[config.mk]
export PLATFORM = sky130hd
export DESIGN_NAME = ppu_fb_writer
export DESIGN_NICKNAME = d
export VERILOG_FILES = /design/src/rtl/ppu_fb_writer.sv
export SDC_FILE = /design/constraint.sdc
export NUM_CORES = 1
export LEC_CHECK = 0
export ABC_AREA = 1
export BUFFER_PORTS_ARGS = -buffer_cell sky130_fd_sc_hd__buf_2
export CORE_ASPECT_RATIO = 1.2
export CORE_MARGIN = 5
export CORE_UTILIZATION = 50
export DETAILED_ROUTE_END_ITERATION = 8
export GPL_ROUTABILITY_DRIVEN = 0
export PLACE_DENSITY_LB_ADDON = 0.08
export SYNTH_ARGS = -nofsm -noshare
export SYNTH_HDL_FRONTEND = slang
export SYNTH_SLANG_ARGS = --single-unit
[constraint.sdc]
create_clock -name clk -period 7 [get_ports clk]
set_input_delay 0.35 -clock clk [delete_from_list [all_inputs] [get_ports clk]]
set_output_delay 0.35 -clock clk [all_outputs]
set_load 0.03 [all_outputs]
[src/rtl/ppu_fb_writer.sv]
// ppu_fb_writer
//   Turns the PPU pixel stream into packed framebuffer bytes. Each accepted
//   2-bit colour index is shaded through the BGP palette, four shades are packed
//   per byte (pixel 0 in [7:6]) and the {address, byte} pair is queued in a small
//   write FIFO that feeds a double-buffered framebuffer RAM. At V-blank the
//   queue is drained and the banks are swapped so scan-out only sees whole frames.
//
// Ports
//   clk, rst         clock; asynchronous active-low reset
//   px_in, px_valid  colour index and strobe from the PPU shifter
//   ppu_mode         0 H_BLANK, 1 V_BLANK, 2 SCAN, 3 DRAW
//   lcd_en           LCDC[7]; low clears the writer synchronously
//   bgp              BG palette register
//   fb_addr/fb_data  FIFO head (zero while empty); fb_we = FIFO non-empty
//   fb_ready         RAM accepts the write this cycle
//   fb_bank          bank owned by scan-out; writes target the other bank
//   frame_done       one-cycle pulse on each bank swap
//   overflow         sticky: a packed byte was dropped on a full FIFO
module ppu_fb_writer #(
  parameter int FIFO_DEPTH = 8,
  parameter int BANK_SIZE  = 5760
) (
  input  logic        clk,
  input  logic        rst,
  input  logic [1:0]  px_in,
  input  logic        px_valid,
  input  logic [1:0]  ppu_mode,
  input  logic        lcd_en,
  input  logic [7:0]  bgp,
  output logic [13:0] fb_addr,
  output logic [7:0]  fb_data,
  output logic        fb_we,
  input  logic        fb_ready,
  output logic        fb_bank,
  output logic        frame_done,
  output logic        overflow
);

  localparam int          AW        = $clog2(FIFO_DEPTH);
  localparam logic [13:0] BANK_BASE = 14'(BANK_SIZE);
  localparam logic [AW:0] FULL_CNT  = (AW+1)'(FIFO_DEPTH);

  typedef enum logic [1:0] {ACTIVE, DRAIN, SWAP} state_t;

  state_t        state, state_nxt;
  logic [7:0]    x, y;
  logic [1:0]    pack;
  logic [5:0]    pack_sr;
  logic          line_full;
  logic [1:0]    mode_q;
  logic          overflow_q;
  logic          bank_q;
  logic [21:0]   mem [FIFO_DEPTH];
  logic [AW-1:0] wr_ptr, rd_ptr;
  logic [AW:0]   count;

  logic          accept, line_end, enter_vblank;
  logic [1:0]    shade;
  logic [13:0]   line_addr, push_addr;
  logic [7:0]    push_data;
  logic          push_full, push_part, push_req, push_ok, pop;
  logic          fifo_empty, fifo_full;
  logic [21:0]   head;

  function automatic logic [1:0] shade_of(input logic [7:0] pal, input logic [1:0] idx);
    return pal[{idx, 1'b0} +: 2];
  endfunction

  // Left-justify the pixels collected so far; unused low slots read as 0.
  function automatic logic [7:0] pad_partial(input logic [5:0] sr, input logic [1:0] n);
    case (n)
      2'd1:    return {sr[1:0], 6'b0};
      2'd2:    return {sr[3:0], 4'b0};
      default: return {sr, 2'b0};
    endcase
  endfunction

  always_comb begin
    accept       = px_valid && (ppu_mode == 2'd3) && lcd_en && !line_full &&
                   (y < 8'd144) && (state == ACTIVE);
    line_end     = lcd_en && (mode_q == 2'd3) && (ppu_mode != 2'd3) && (x != 8'd0);
    enter_vblank = (ppu_mode == 2'd1) && (mode_q != 2'd1);
    shade        = shade_of(bgp, px_in);
    line_addr    = (bank_q ? 14'd0 : BANK_BASE) + 14'(y) * 14'd40;
    // Same expression serves both cases: x is pre-increment for a full byte and
    // still points inside the partial byte at line end.
    push_addr    = line_addr + {8'b0, x[7:2]};
    push_full    = accept && (pack == 2'd3);
    push_part    = line_end && (pack != 2'd0);
    push_req     = push_full || push_part;
    push_data    = push_full ? {pack_sr, shade} : pad_partial(pack_sr, pack);
    fifo_empty   = (count == '0);
    fifo_full    = (count == FULL_CNT);
    pop          = !fifo_empty && fb_ready;
    // A pop on the same edge frees the slot, so a full FIFO still accepts.
    push_ok      = push_req && (!fifo_full || pop);
    head         = mem[rd_ptr];
  end

  // Frame state register and control counters
  always_ff @(posedge clk or negedge rst) begin
    if (!rst) begin
      state      <= ACTIVE;
      x          <= '0;
      y          <= '0;
      pack       <= '0;
      line_full  <= 1'b0;
      mode_q     <= '0;
      overflow_q <= 1'b0;
      bank_q     <= 1'b0;
      wr_ptr     <= '0;
      rd_ptr     <= '0;
      count      <= '0;
    end else if (!lcd_en) begin
      state      <= ACTIVE;
      x          <= '0;
      y          <= '0;
      pack       <= '0;
      line_full  <= 1'b0;
      mode_q     <= ppu_mode;
      overflow_q <= 1'b0;
      wr_ptr     <= '0;
      rd_ptr     <= '0;
      count      <= '0;
    end else begin
      state  <= state_nxt;
      mode_q <= ppu_mode;
      if (state == SWAP) begin
        x         <= '0;
        y         <= '0;
        pack      <= '0;
        line_full <= 1'b0;
        bank_q    <= ~bank_q;
      end else if (line_end) begin
        x         <= '0;
        y         <= y + 8'd1;
        pack      <= '0;
        line_full <= 1'b0;
      end else if (accept) begin
        x    <= x + 8'd1;
        pack <= pack + 2'd1;
        if (x == 8'd159) line_full <= 1'b1;
      end
      if (push_req && fifo_full && !pop) overflow_q <= 1'b1;
      if (push_ok) wr_ptr <= wr_ptr + 1'b1;
      if (pop)     rd_ptr <= rd_ptr + 1'b1;
      case ({push_ok, pop})
        2'b10:   count <= count + 1'b1;
        2'b01:   count <= count - 1'b1;
        default: count <= count;
      endcase
    end
  end

  // Pixel shift register and FIFO storage
  always_ff @(posedge clk) begin
    if (accept) pack_sr <= {pack_sr[3:0], shade};
    if (push_ok && lcd_en) mem[wr_ptr] <= {push_addr, push_data};
  end

  always_comb begin
    state_nxt = state;
    case (state)
      ACTIVE:  if (enter_vblank) state_nxt = DRAIN;
      DRAIN:   if (fifo_empty && !push_req) state_nxt = SWAP;
      SWAP:    state_nxt = ACTIVE;
      default: state_nxt = ACTIVE;
    endcase
  end

  always_comb begin
    fb_we      = !fifo_empty;
    fb_addr    = fifo_empty ? 14'd0 : head[21:8];
    fb_data    = fifo_empty ? 8'd0  : head[7:0];
    fb_bank    = bank_q;
    frame_done = (state == SWAP);
    overflow   = overflow_q;
  end

endmodule

==> key figures, run 1 <==
Run status
  • Status: finished clean

Final layout
  • Post-Route Utilization: 56.21%
  • Nets: 975
  • Final Cell Area: 10,910 um2
  • Fill count: 1,649
  • # diodes: 0
  • Layout cell share with drive strength beyond 1: 12.25%
  • Most common cell after layout, fill and taps aside: edfxtp_1
  • Highest-count cells in the layout ignoring fill and taps: 182 x edfxtp_1, 170 x nor2_1, 135 x o21ai_0
  • Synthesis-to-finish area growth: 11.90%

Timing
  • Max Clock Freq: 300.2 MHz
  • Setup_tns: 0 ns
  • Slew HR: 34.27%
  • Measured slew at the worst slew-check pin: 0.9860 ns
  • RSZ-0062 raised after global routing: no
  • Tmin final: 3.331 ns
  • Hold slack: 0.1980 ns
  • Final Slew Violations: 0
  • Final hold violations: 0
  • Final setup fails: 0
  • Setup Skew: 0.01204 ns
  • Tcrit/Tclk final: 47.58%

Synthesis
  • Mapped Cells: 887
  • EDFF count, synth: 182
  • Yosys cell types: 40
  • Post-synthesis sequential area ratio: 65.03%
  • Synth Cell Area: 9751 um2
  • Syn nets: 936
  • Register bit total from synthesis: 217
  • Async set or reset register ratio after synthesis: 16.13%
  • Main synth FF type: edfxtp_1
  • Synth Warn #: 0
  • Mean Syn Cell Area: 10.99 um2

Routing
  • WL per Instance: 18.00 um
  • Vias: 6,606
  • DRT Pass-1 Iters: 4
  • Drt drc: 0
  • Post-Route WL: 21,590 um
  • Via/cell ratio: 5.505
  • DRT iter0 DRCs: 443
  • DRT antenna net count: 0

Die
  • Starting density of the core: 50.24%
  • Die width: 137.5 um
  • Die Height: 163.0 um
  • Rows: 56
  • Die area: 22,410 um2
  • Core ar.: 19,410 um2
  • I/O pin count: 43

Setup path
  • Max incr delay on CP: 0.51 ns
  • Worst Setup End Kind: flip-flop
  • CP top delay family: adder cells
  • Crit path DAT: 3.55 ns
  • Cells along the critical path: ha_1 -> ha_1 -> fa_1 -> nand2_1 -> inv_1 -> o21ai_0 -> nand2_1 -> xnor2_1 -> inv_1 -> ha_1 -> a21oi_1 -> nand2_1 -> xnor2_1
  • Worst setup path category: flip-flop to flip-flop
  • Worst-path maximum fanout: 8
  • Worst path bufs/invs: 2
  • Slowest CP cell: xnor2_1
  • CP startpoint kind: flip-flop
  • Critical Path RT: 7.22 ns

Global routing
  • Gr usage total: 19.87%
  • Initial antenna violation count: 0
  • Vias in the first global route: 6,635
  • First-pass GRT wire length: 34,610 um
  • Overflow after GRT: 0
  • Largest net degree at the start of global routing: 90

Place
  • Placed Area: 10,250 um2
  • HPWL after detailed placement: 12,740 um
  • PortBufs: 42

Clock tree
  • CTS tree: built
  • Root Driver: clkbuf_16
  • CTS buffer count: 22
  • Clock Pin Slew Worst Setup and Hold Paths: 0.06 ns
  • Sink Count: 217
  • H-tree levels: 1
  • Worst skew pair latency: 0.50 ns
  • CTS Buffer Depth: 3
  • Post-CTS sizing: 0

Flow run
  • Max-cap violation count: 0

Power
  • Peak VDD IR: 0.0002033 V
  • Power Density: 315.7 nW/um2
  • Power consumption: 3.445 mW
  • Leak: 4.228 nW

Min path
  • Worst hold path class: input port to flip-flop
==> worst register-to-register path: cells and delay by family, from the launching register on <==
family	cells	cell delay [ns]
buffers and inverters	2	0.10
XOR/XNOR	2	0.65
AND/OR/NAND/NOR	3	0.29
adder cells (fa/ha/maj)	4	1.24
AO/OA/AOI/OAI	2	0.34
flip-flops	1	0.42
==> layer usage <==
metal,up-vias,wire [um],GRT usage (%)
li1,3199,-,-
met1,3236,9227,26.67
met2,142,10890,34.21
met3,29,1129,2.719
met4,0,344,4.809
met5,-,0,0
==> flip-flops by register name, summed over array words and instances, names as in the netlist <==
| name | flops |
|---|---|
| count | 4 |
| fb_bank | 1 |
| line_full | 1 |
| mem | 176 |
| mode_q | 2 |
| overflow | 1 |
| pack | 2 |
| pack_sr | 6 |
| rd_ptr | 3 |
| state | 2 |
| wr_ptr | 3 |
| x | 8 |
| y | 8 |
==> final timing paths <==
path,slack [ns],start,endpoint,cells past startpoint
min in group asynchronous,0.48,rst,count[2]$_DFFE_PN0P_,2
worst max-delay path,3.67,y[1]$_DFFE_PN0P_,mem[4][19]$_DFFE_PP_,13
worst min register to register,0.49,pack_sr[2]$_DFFE_PP_,pack_sr[4]$_DFFE_PP_,0
worst max register to register,3.67,y[1]$_DFFE_PN0P_,mem[4][19]$_DFFE_PP_,13
worst min-delay path,0.20,bgp[1],pack_sr[1]$_DFFE_PP_,3
max in group asynchronous,5.97,rst,rd_ptr[0]$_DFFE_PN0P_,2
==> per-stage QoR <==
stage	worst slack, ns	instances
2_1_floorplan	3.812	887
3_3_place_gp	3.842	1160
3_5_place_dp	3.685	1160
4_1_cts	3.665	1200
5_1_grt	3.325	1200
6_report	3.669	1200
==> logic make-up (layout without fill, tap and decap cells) <==
family          count (synthesis)  count (layout)  share of synthesized area [%]
simple gates                  293             293                          12.60
xor+xnor                       16              16                          1.437
compound gates                222             222                          12.45
flops                         217             217                          65.03
fa+ha+maj                      32              32                          4.260
buf+inv                       107             159                          4.222
==> where the power goes <==
group | leakage, nW | total, mW | internal (mW) | switching [mW]
Clock | 0.316 | 1.04 | 0.592 | 0.451
Combinational | 1.73 | 0.936 | 0.259 | 0.677
Sequential | 2.18 | 1.47 | 1.44 | 0.0218
Total | 4.23 | 3.44 | 2.29 | 1.15
==> final cells by class <==
cell class	instances	area, um2	share of cell area [%]
clock buffer	26	586.8	5.378
clock inverter	11	47.55	0.4358
inverter	71	269.0	2.466
multi-input combinational	563	3053	27.98
sequential	217	6342	58.13
tap	261	326.6	2.993
timing repair buffer	51	285.3	2.615
==> cell usage after synthesis, types with 2 or more instances <==
cell,n,area (um2)
nand2_1,70,262.8
o21a_1,2,15.01
inv_2,10,37.54
a221oi_1,2,17.52
clkbuf_1,26,97.59
nand3b_1,3,22.52
nand4_1,7,43.79
a211oi_1,3,22.52
buf_1,4,15.01
nor2_2,3,18.77
dfrtp_1,35,875.8
o21ai_0,135,675.7
a21oi_1,26,130.1
a31oi_1,25,156.4
clkinv_1,3,11.26
buf_2,6,30.03
xor2_1,9,78.83
o22ai_1,22,137.6
nand3_1,15,75.07
nor2_1,176,660.6
o21ai_1,2,10.01
nand2_2,4,25.02
ha_1,30,375.4
edfxtp_1,182,5465
fa_1,2,40.04
inv_1,57,214.0
nand3_2,3,30.03
xnor2_1,7,61.31
nor3_1,7,35.03
==> repair_timing <==
| item | CTS | global route |
|---|---|---|
| hold endpoints to repair | 37 | 0 |
| setup buffers | 0 | 0 |
| hold buffers | 3 | 0 |
Power figures use the tool's default switching activity.
==> run 2: changes to the inputs <==
- clock period: 7 -> 3 ns (I/O delays scaled with it)
==> key figures, run 2 (same netlist as run 1, synthesis figures left out) <==
Die
  • Rows: 56 (unchanged)
  • Die width: 137.5 um (unchanged)
  • Die area: 22,410 um2 (unchanged)
  • Core ar.: 19,410 um2 (unchanged)
  • Starting density of the core: 50.24% (unchanged)
  • Die Height: 163.0 um (unchanged)
  • I/O pin count: 43 (unchanged)

Global routing
  • Overflow after GRT: 0 (unchanged)
  • Vias in the first global route: 6,949 (+4.7%)
  • Gr usage total: 20.47% (+0.60 points)
  • First-pass GRT wire length: 35,850 um (+3.6%)
  • Largest net degree at the start of global routing: 49 (-46%)
  • Initial antenna violation count: 0 (unchanged)

Final layout
  • Post-Route Utilization: 59.36% (+3.1 points)
  • Layout cell share with drive strength beyond 1: 18.25% (+6.0 points)
  • Synthesis-to-finish area growth: 18.16%
  • Top Registers: mem x176, x x8, y x8
  • Max reg flops: 176 (unchanged)
  • Finished Layout Cells: 1,242 (+3.5%)
  • Fill count: 1,616 (-2.0%)
  • # diodes: 0 (unchanged)
  • Most flop-heavy register: mem
  • Most common cell after layout, fill and taps aside: edfxtp_1
  • Nets: 1,014 (+4.0%)
  • Highest-count cells in the layout ignoring fill and taps: 182 x edfxtp_1, 169 x nor2_1, 134 x o21ai_0

Place
  • PortBufs: 42 (unchanged)
  • Cells after DPL: 1,188 (+2.4%)
  • HPWL after detailed placement: 13,520 um (+6.1%)

Timing
  • Setup Skew: 0.008800 ns (-0.003235 ns)
  • Max Clock Freq: 338.4 MHz (+13%)
  • Tmin final: 2.955 ns (-0.3753 ns)
  • Final setup fails: 0 (unchanged)
  • RSZ-0062 raised after global routing: yes
  • Tcrit/Tclk final: 98.51% (+51 points)
  • Slew HR: 42.83% (+8.6 points)
  • Final hold violations: 0 (unchanged)
  • Final Slew Violations: 0 (unchanged)
  • Setup_tns: 0 ns (unchanged)
  • Measured slew at the worst slew-check pin: 0.8576 ns (-0.1284 ns)

Setup path
  • Critical Path RT: 3.23 ns (-3.99 ns)
  • Worst-path maximum fanout: 8 (unchanged)
  • CP startpoint kind: flip-flop
  • Worst setup path category: flip-flop to flip-flop
  • Worst Setup End Kind: flip-flop
  • FF-to-FF setup slack: 0.04 ns (-3.62 ns)
  • Crit path DAT: 3.18 ns (-0.37 ns)

Power
  • Switching share of power: 32.44% (-0.96 points)
  • Leak: 4.520 nW (+6.9%)
  • Logic pwr share: 27.2% (about the same)
  • Peak VDD IR: 0.0005433 V (+170%)
  • Share of total power in sequential cells: 40.5% (-2.0 points)
  • Sw power: 2.758 mW (+140%)
  • P_int: 5.745 mW (+150%)
  • Power Density: 738.1 nW/um2 (+130%)
  • Clock Power Share: 32.3% (+2.0 points)

Clock tree
  • CTS Buffer Depth: 3 (unchanged)
  • Root Driver: clkbuf_16
  • Sink Count: 217 (unchanged)
  • Worst skew pair latency: 0.49 ns (about the same)
  • Clock Pin Slew Worst Setup and Hold Paths: 0.06 ns (about the same)
  • CTS buffer count: 22 (unchanged)
  • H-tree levels: 1 (unchanged)
  • CTS tree: built

Routing
  • DRT iter0 DRCs: 420 (-5.2%)
  • WL per Instance: 18.00 um (about the same)
  • Post-Route WL: 22,360 um (+3.5%)
  • Vias: 6,817 (+3.2%)
  • Via/cell ratio: 5.489 (-0.30%)
  • DRT antenna net count: 0 (unchanged)
  • DRT Pass-1 Iters: 5 (+1)
  • Drt drc: 0 (unchanged)

Min path
  • Worst hold path class: input port to flip-flop

Flow run
  • Max-cap violation count: 0 (unchanged)

Run status
  • Status: finished clean
-- run 2: cell types whose count changed in the layout (fill, tap and decap cells not counted), sizes merged --
cell         delta
buf            +34
bufinv          +3
dlygate4sd3     +5
-- run 2: final cells by class --
type                            instances  area [um2]  area share [%]
Multi-Input combinational cell        563        3234           28.07
Timing Repair Buffer                   90       615.6           5.343
Clock buffer                           26       586.8           5.093
Tap cell                              261       326.6           2.835
Clock inverter                         14       145.1           1.260
Inverter                               71       269.0           2.335
Sequential cell                       217        6344           55.06
-- run 2: stage by stage --
step	setup WS (ns)	instance area [um2]	power, mW	hold slack, ns
2_1_floorplan	0.09273	9761	5.048	-0.1456
3_3_place_gp	-0.1369	10450	5.703	0.2872
3_5_place_dp	-0.2266	10450	5.750	0.2883
4_1_cts	0.002408	11310	8.533	0.01804
5_1_grt	-0.08208	11520	8.958	0.04775
6_report	0.04460	11520	8.503	0.03888
-- run 2: power groups by stage --
stage | sequential [mW] | clock (mW) | combinational (mW)
after floorplan | 3.48 | 0 | 1.57
after detailed placement | 3.51 | 0 | 2.25
final | 3.44 | 2.75 | 2.31
after global routing | 3.45 | 2.95 | 2.56
after CTS | 3.44 | 2.81 | 2.28
after global placement | 3.50 | 0 | 2.20
-- run 2: critical path, stage by stage (launching register included) --
cell and delay (ns):
dfrtp_1 0.41, ha_4 0.27, ha_4 0.17, fa_2 0.37, nand2_2 0.08, inv_2 0.04
o21ai_2 0.12, nand2_1 0.09, buf_4 0.13, nand2_1 0.05, nand2_1 0.06, a21oi_2 0.17
xor2_2 0.10, ha_4 0.31, nand3_4 0.07, nand3b_1 0.16, nand2_4 0.09
-- run 2: timing repair --
action                                 CTS  global route
endpoints found under the hold margin   41             0
resized for setup                       10            23
pin swaps                                3            16
setup endpoints to repair               32            32
cloned                                   0             0
setup buffers                            1             5
hold buffers                             8             0
-- run 2: metal layers --
metal  vias to the layer above  GRT usage, %  part of all wire, %
met3                        18         2.843                  4.8
met2                       143         34.90                   51
li1                       3280             -                    -
met5                         -             0                    0
met1                      3376         27.96                   43
met4                         0         4.537                  1.1
-- run 2: path summary, 6_finish.rpt --
path | start | end | depth (start not counted)
worst max-delay path | y[3]$_DFFE_PN0P_ | mem[7][21]$_DFFE_PP_ | 16
max in group asynchronous | rst | y[2]$_DFFE_PN0P_ | 2
worst max register to register | y[3]$_DFFE_PN0P_ | mem[7][21]$_DFFE_PP_ | 16
worst min-delay path | lcd_en | rd_ptr[0]$_DFFE_PN0P_ | 3
min in group asynchronous | rst | wr_ptr[0]$_DFFE_PN0P_ | 2
worst min register to register | pack_sr[2]$_DFFE_PP_ | pack_sr[4]$_DFFE_PP_ | 0
==> run 3: changes to the inputs <==
- clock period: 3 -> 2.5 ns (I/O delays scaled with it)
==> key figures, run 3 (same netlist as run 1, synthesis figures left out) <==
Run status
  • Status: complete, but fails checks
  • Failing checks: setup timing

Setup path
  • FF-to-FF End: mem[2][20]$_DFFE_PP_
  • Worst setup path category: flip-flop to flip-flop
  • Reg2reg start: y[3]$_DFFE_PN0P_
  • Worst path bufs/invs: 3 (+1)
  • CP endpoint: mem[2][20]$_DFFE_PP_
  • Cell mode on critical path: nand2_2
  • Critical Path RT: 2.73 ns (-0.50 ns)
  • Crit path from: y[3]$_DFFE_PN0P_
  • CP startpoint kind: flip-flop
  • CP top delay family: adder cells
  • Slowest CP cell: dfrtp_1
  • Cells along the critical path: ha_4 -> ha_4 -> fa_2 -> nand2_2 -> inv_2 -> o21ai_2 -> nand2_2 -> buf_6 -> nand2_2 -> nand2_2 -> a21oi_2 -> xor2_1 -> ha_2 -> buf_6 -> xnor2_4
  • R2r worst-path depth: 15 (-1)
  • Worst-path maximum fanout: 8 (unchanged)
  • Max incr delay on CP: 0.42 ns (about the same)
  • FF-to-FF setup slack: -0.38 ns (-0.43 ns)
  • Worst Setup End Kind: flip-flop
  • Crit path DAT: 3.11 ns (-0.07 ns)
  • WP depth: 15 (-1)

Timing
  • Slew HR: 46.46% (+3.6 points)
  • Final Slew Violations: 0 (unchanged)
  • Tcrit/Tclk final: 115.4% (+17 points)
  • Final setup fails: 32 (+32)
  • Setup Skew: 0.01200 ns (+0.003205 ns)
  • Worst setup margin: -0.3840 ns (-0.4286 ns)
  • Max Clock Freq: 346.7 MHz (+2.5%)
  • Measured slew at the worst slew-check pin: 0.8031 ns (-0.05445 ns)
  • RSZ-0062 raised after global routing: yes
  • Tmin final: 2.884 ns (-0.07141 ns)
  • Setup_tns: -8.703 ns (-8.703 ns)
  • Hold slack: 0.01069 ns (-0.02819 ns)
  • Final hold violations: 0 (unchanged)

Final layout
  • Synthesis-to-finish area growth: 20.89%
  • Highest-count cells in the layout ignoring fill and taps: 182 x edfxtp_1, 168 x nor2_1, 133 x o21ai_0
  • Post-Route Utilization: 60.73% (+1.4 points)
  • Layout cell share with drive strength beyond 1: 20.34% (+2.1 points)
  • Max reg flops: 176 (unchanged)
  • Top Registers: mem x176, x x8, y x8
  • Most common cell after layout, fill and taps aside: edfxtp_1
  • Most flop-heavy register: mem
  • Nets: 1,026 (+1.2%)
  • Final Cell Area: 11,790 um2 (+2.3%)
  • Fill count: 1,546 (-4.3%)
  • # diodes: 0 (unchanged)

Clock tree
  • CTS tree: built
  • Worst skew pair latency: 0.50 ns (about the same)
  • Root Driver: clkbuf_16
  • CTS Buffer Depth: 3 (unchanged)
  • Clock Pin Slew Worst Setup and Hold Paths: 0.06 ns (about the same)
  • CTS buffer count: 22 (unchanged)
  • Sink Count: 217 (unchanged)
  • H-tree levels: 1 (unchanged)

Flow run
  • Max-cap violation count: 0 (unchanged)

Power
  • Power consumption: 10.06 mW (+18%)
  • Power Density: 853.8 nW/um2 (+16%)
  • Peak VDD IR: 0.0006935 V (+28%)
  • Leak: 4.597 nW (+1.7%)

Die
  • Rows: 56 (unchanged)
  • Core ar.: 19,410 um2 (unchanged)
  • Die Height: 163.0 um (unchanged)
  • I/O pin count: 43 (unchanged)
  • Die area: 22,410 um2 (unchanged)
  • Die width: 137.5 um (unchanged)
  • Starting density of the core: 50.24% (unchanged)

Place
  • PortBufs: 42 (unchanged)
  • HPWL after detailed placement: 13,180 um (-2.5%)
  • Placed Area: 10,710 um2 (+2.5%)

Global routing
  • Initial antenna violation count: 0 (unchanged)
  • Largest net degree at the start of global routing: 61 (+24%)
  • Gr usage total: 20.68% (+0.21 points)
  • Vias in the first global route: 6,940 (-0.13%)
  • Overflow after GRT: 0 (unchanged)
  • First-pass GRT wire length: 36,230 um (+1.1%)

Routing
  • DRT antenna net count: 0 (unchanged)
  • Drt drc: 0 (unchanged)
  • Via/cell ratio: 5.461 (-0.51%)
  • DRT Pass-1 Iters: 4 (-1)
  • Vias: 6,848 (+0.45%)
  • DRT iter0 DRCs: 401 (-4.5%)
  • Post-Route WL: 22,550 um (+0.84%)
  • WL per Instance: 17.98 um (-0.12%)

Min path
  • Worst hold path class: input port to flip-flop
run 3: cell types whose count changed in the layout (fill, tap and decap cells not counted), moves of 4 or more:
cell	previous run	this run
inv_2	12	16
nand2_1	65	60
buf_6	0	6
buf_4	38	34
inv_1	56	52
nand2_2	8	13
buf_12	2	12
run 3: worst min path at each step:
| stage | start | endpoint | slack (ns) | cells past startpoint |
|---|---|---|---|---|
| finish | bgp[1] | pack_sr[1]$_DFFE_PP_ | 0.01 | 3 |
| global placement | rst | wr_ptr[1]$_DFFE_PN0P_ | 0.25 | 1 |
| floorplan | rst | count[0]$_DFFE_PN0P_ | -0.17 | 0 |
| global route | bgp[1] | pack_sr[1]$_DFFE_PP_ | 0.007 | 3 |
| detailed placement | rst | wr_ptr[1]$_DFFE_PN0P_ | 0.25 | 1 |
| CTS | bgp[1] | pack_sr[1]$_DFFE_PP_ | 0.00002 | 3 |
run 3: final cells by class:
cell class | instances | area (um2) | area share (%)
sequential | 217 | 6342 | 53.81
clock inverter | 14 | 97.59 | 0.8279
multi-input combinational | 563 | 3312 | 28.10
clock buffer | 26 | 586.8 | 4.978
timing repair buffer | 102 | 853.3 | 7.239
tap | 261 | 326.6 | 2.770
inverter | 71 | 269.0 | 2.282
run 3: stage by stage:
stage	cells	setup slack (ns)
after floorplan	887	-0.1918
after global routing	1254	-0.5409
after CTS	1250	-0.4025
after detailed placement	1200	-0.5166
final	1254	-0.3840
after global placement	1200	-0.3934
run 3: worst reg2reg max path, stage by stage, from the launching register on:
cell and delay, ns:
dfrtp_1 0.42, ha_4 0.26, ha_4 0.16, fa_2 0.36, nand2_2 0.08, inv_2 0.04, o21ai_2 0.13, nand2_2 0.08
buf_6 0.11, nand2_2 0.05, nand2_2 0.05, a21oi_2 0.14, xor2_1 0.16, ha_2 0.31, buf_6 0.13, xnor2_4 0.14
run 3: routing by layer:
| layer | vias to the layer above | wire length [um] | track usage (%) |
|---|---|---|---|
| met1 | 3347 | 9638 | 28.17 |
| li1 | 3306 | - | - |
| met2 | 169 | 11400 | 35.44 |
| met3 | 26 | 1121 | 2.534 |
| met5 | - | 0 | 0 |
| met4 | 0 | 386 | 4.900 |
run 3: what timing repair did:
item                       4_1_cts  5_1_grt
hold buffers                     8        0
setup endpoints to repair       56       58
pin swaps                       14       11
gates resized for setup         22       27
hold endpoints to repair        44        0
setup buffers                    3        4
run 3: where the power goes:
| group | switching [mW] | internal [mW] | total (mW) |
|---|---|---|---|
| Sequential | 0.0697 | 4.04 | 4.11 |
| Clock | 1.31 | 1.78 | 3.09 |
| Combinational | 1.96 | 0.906 | 2.86 |
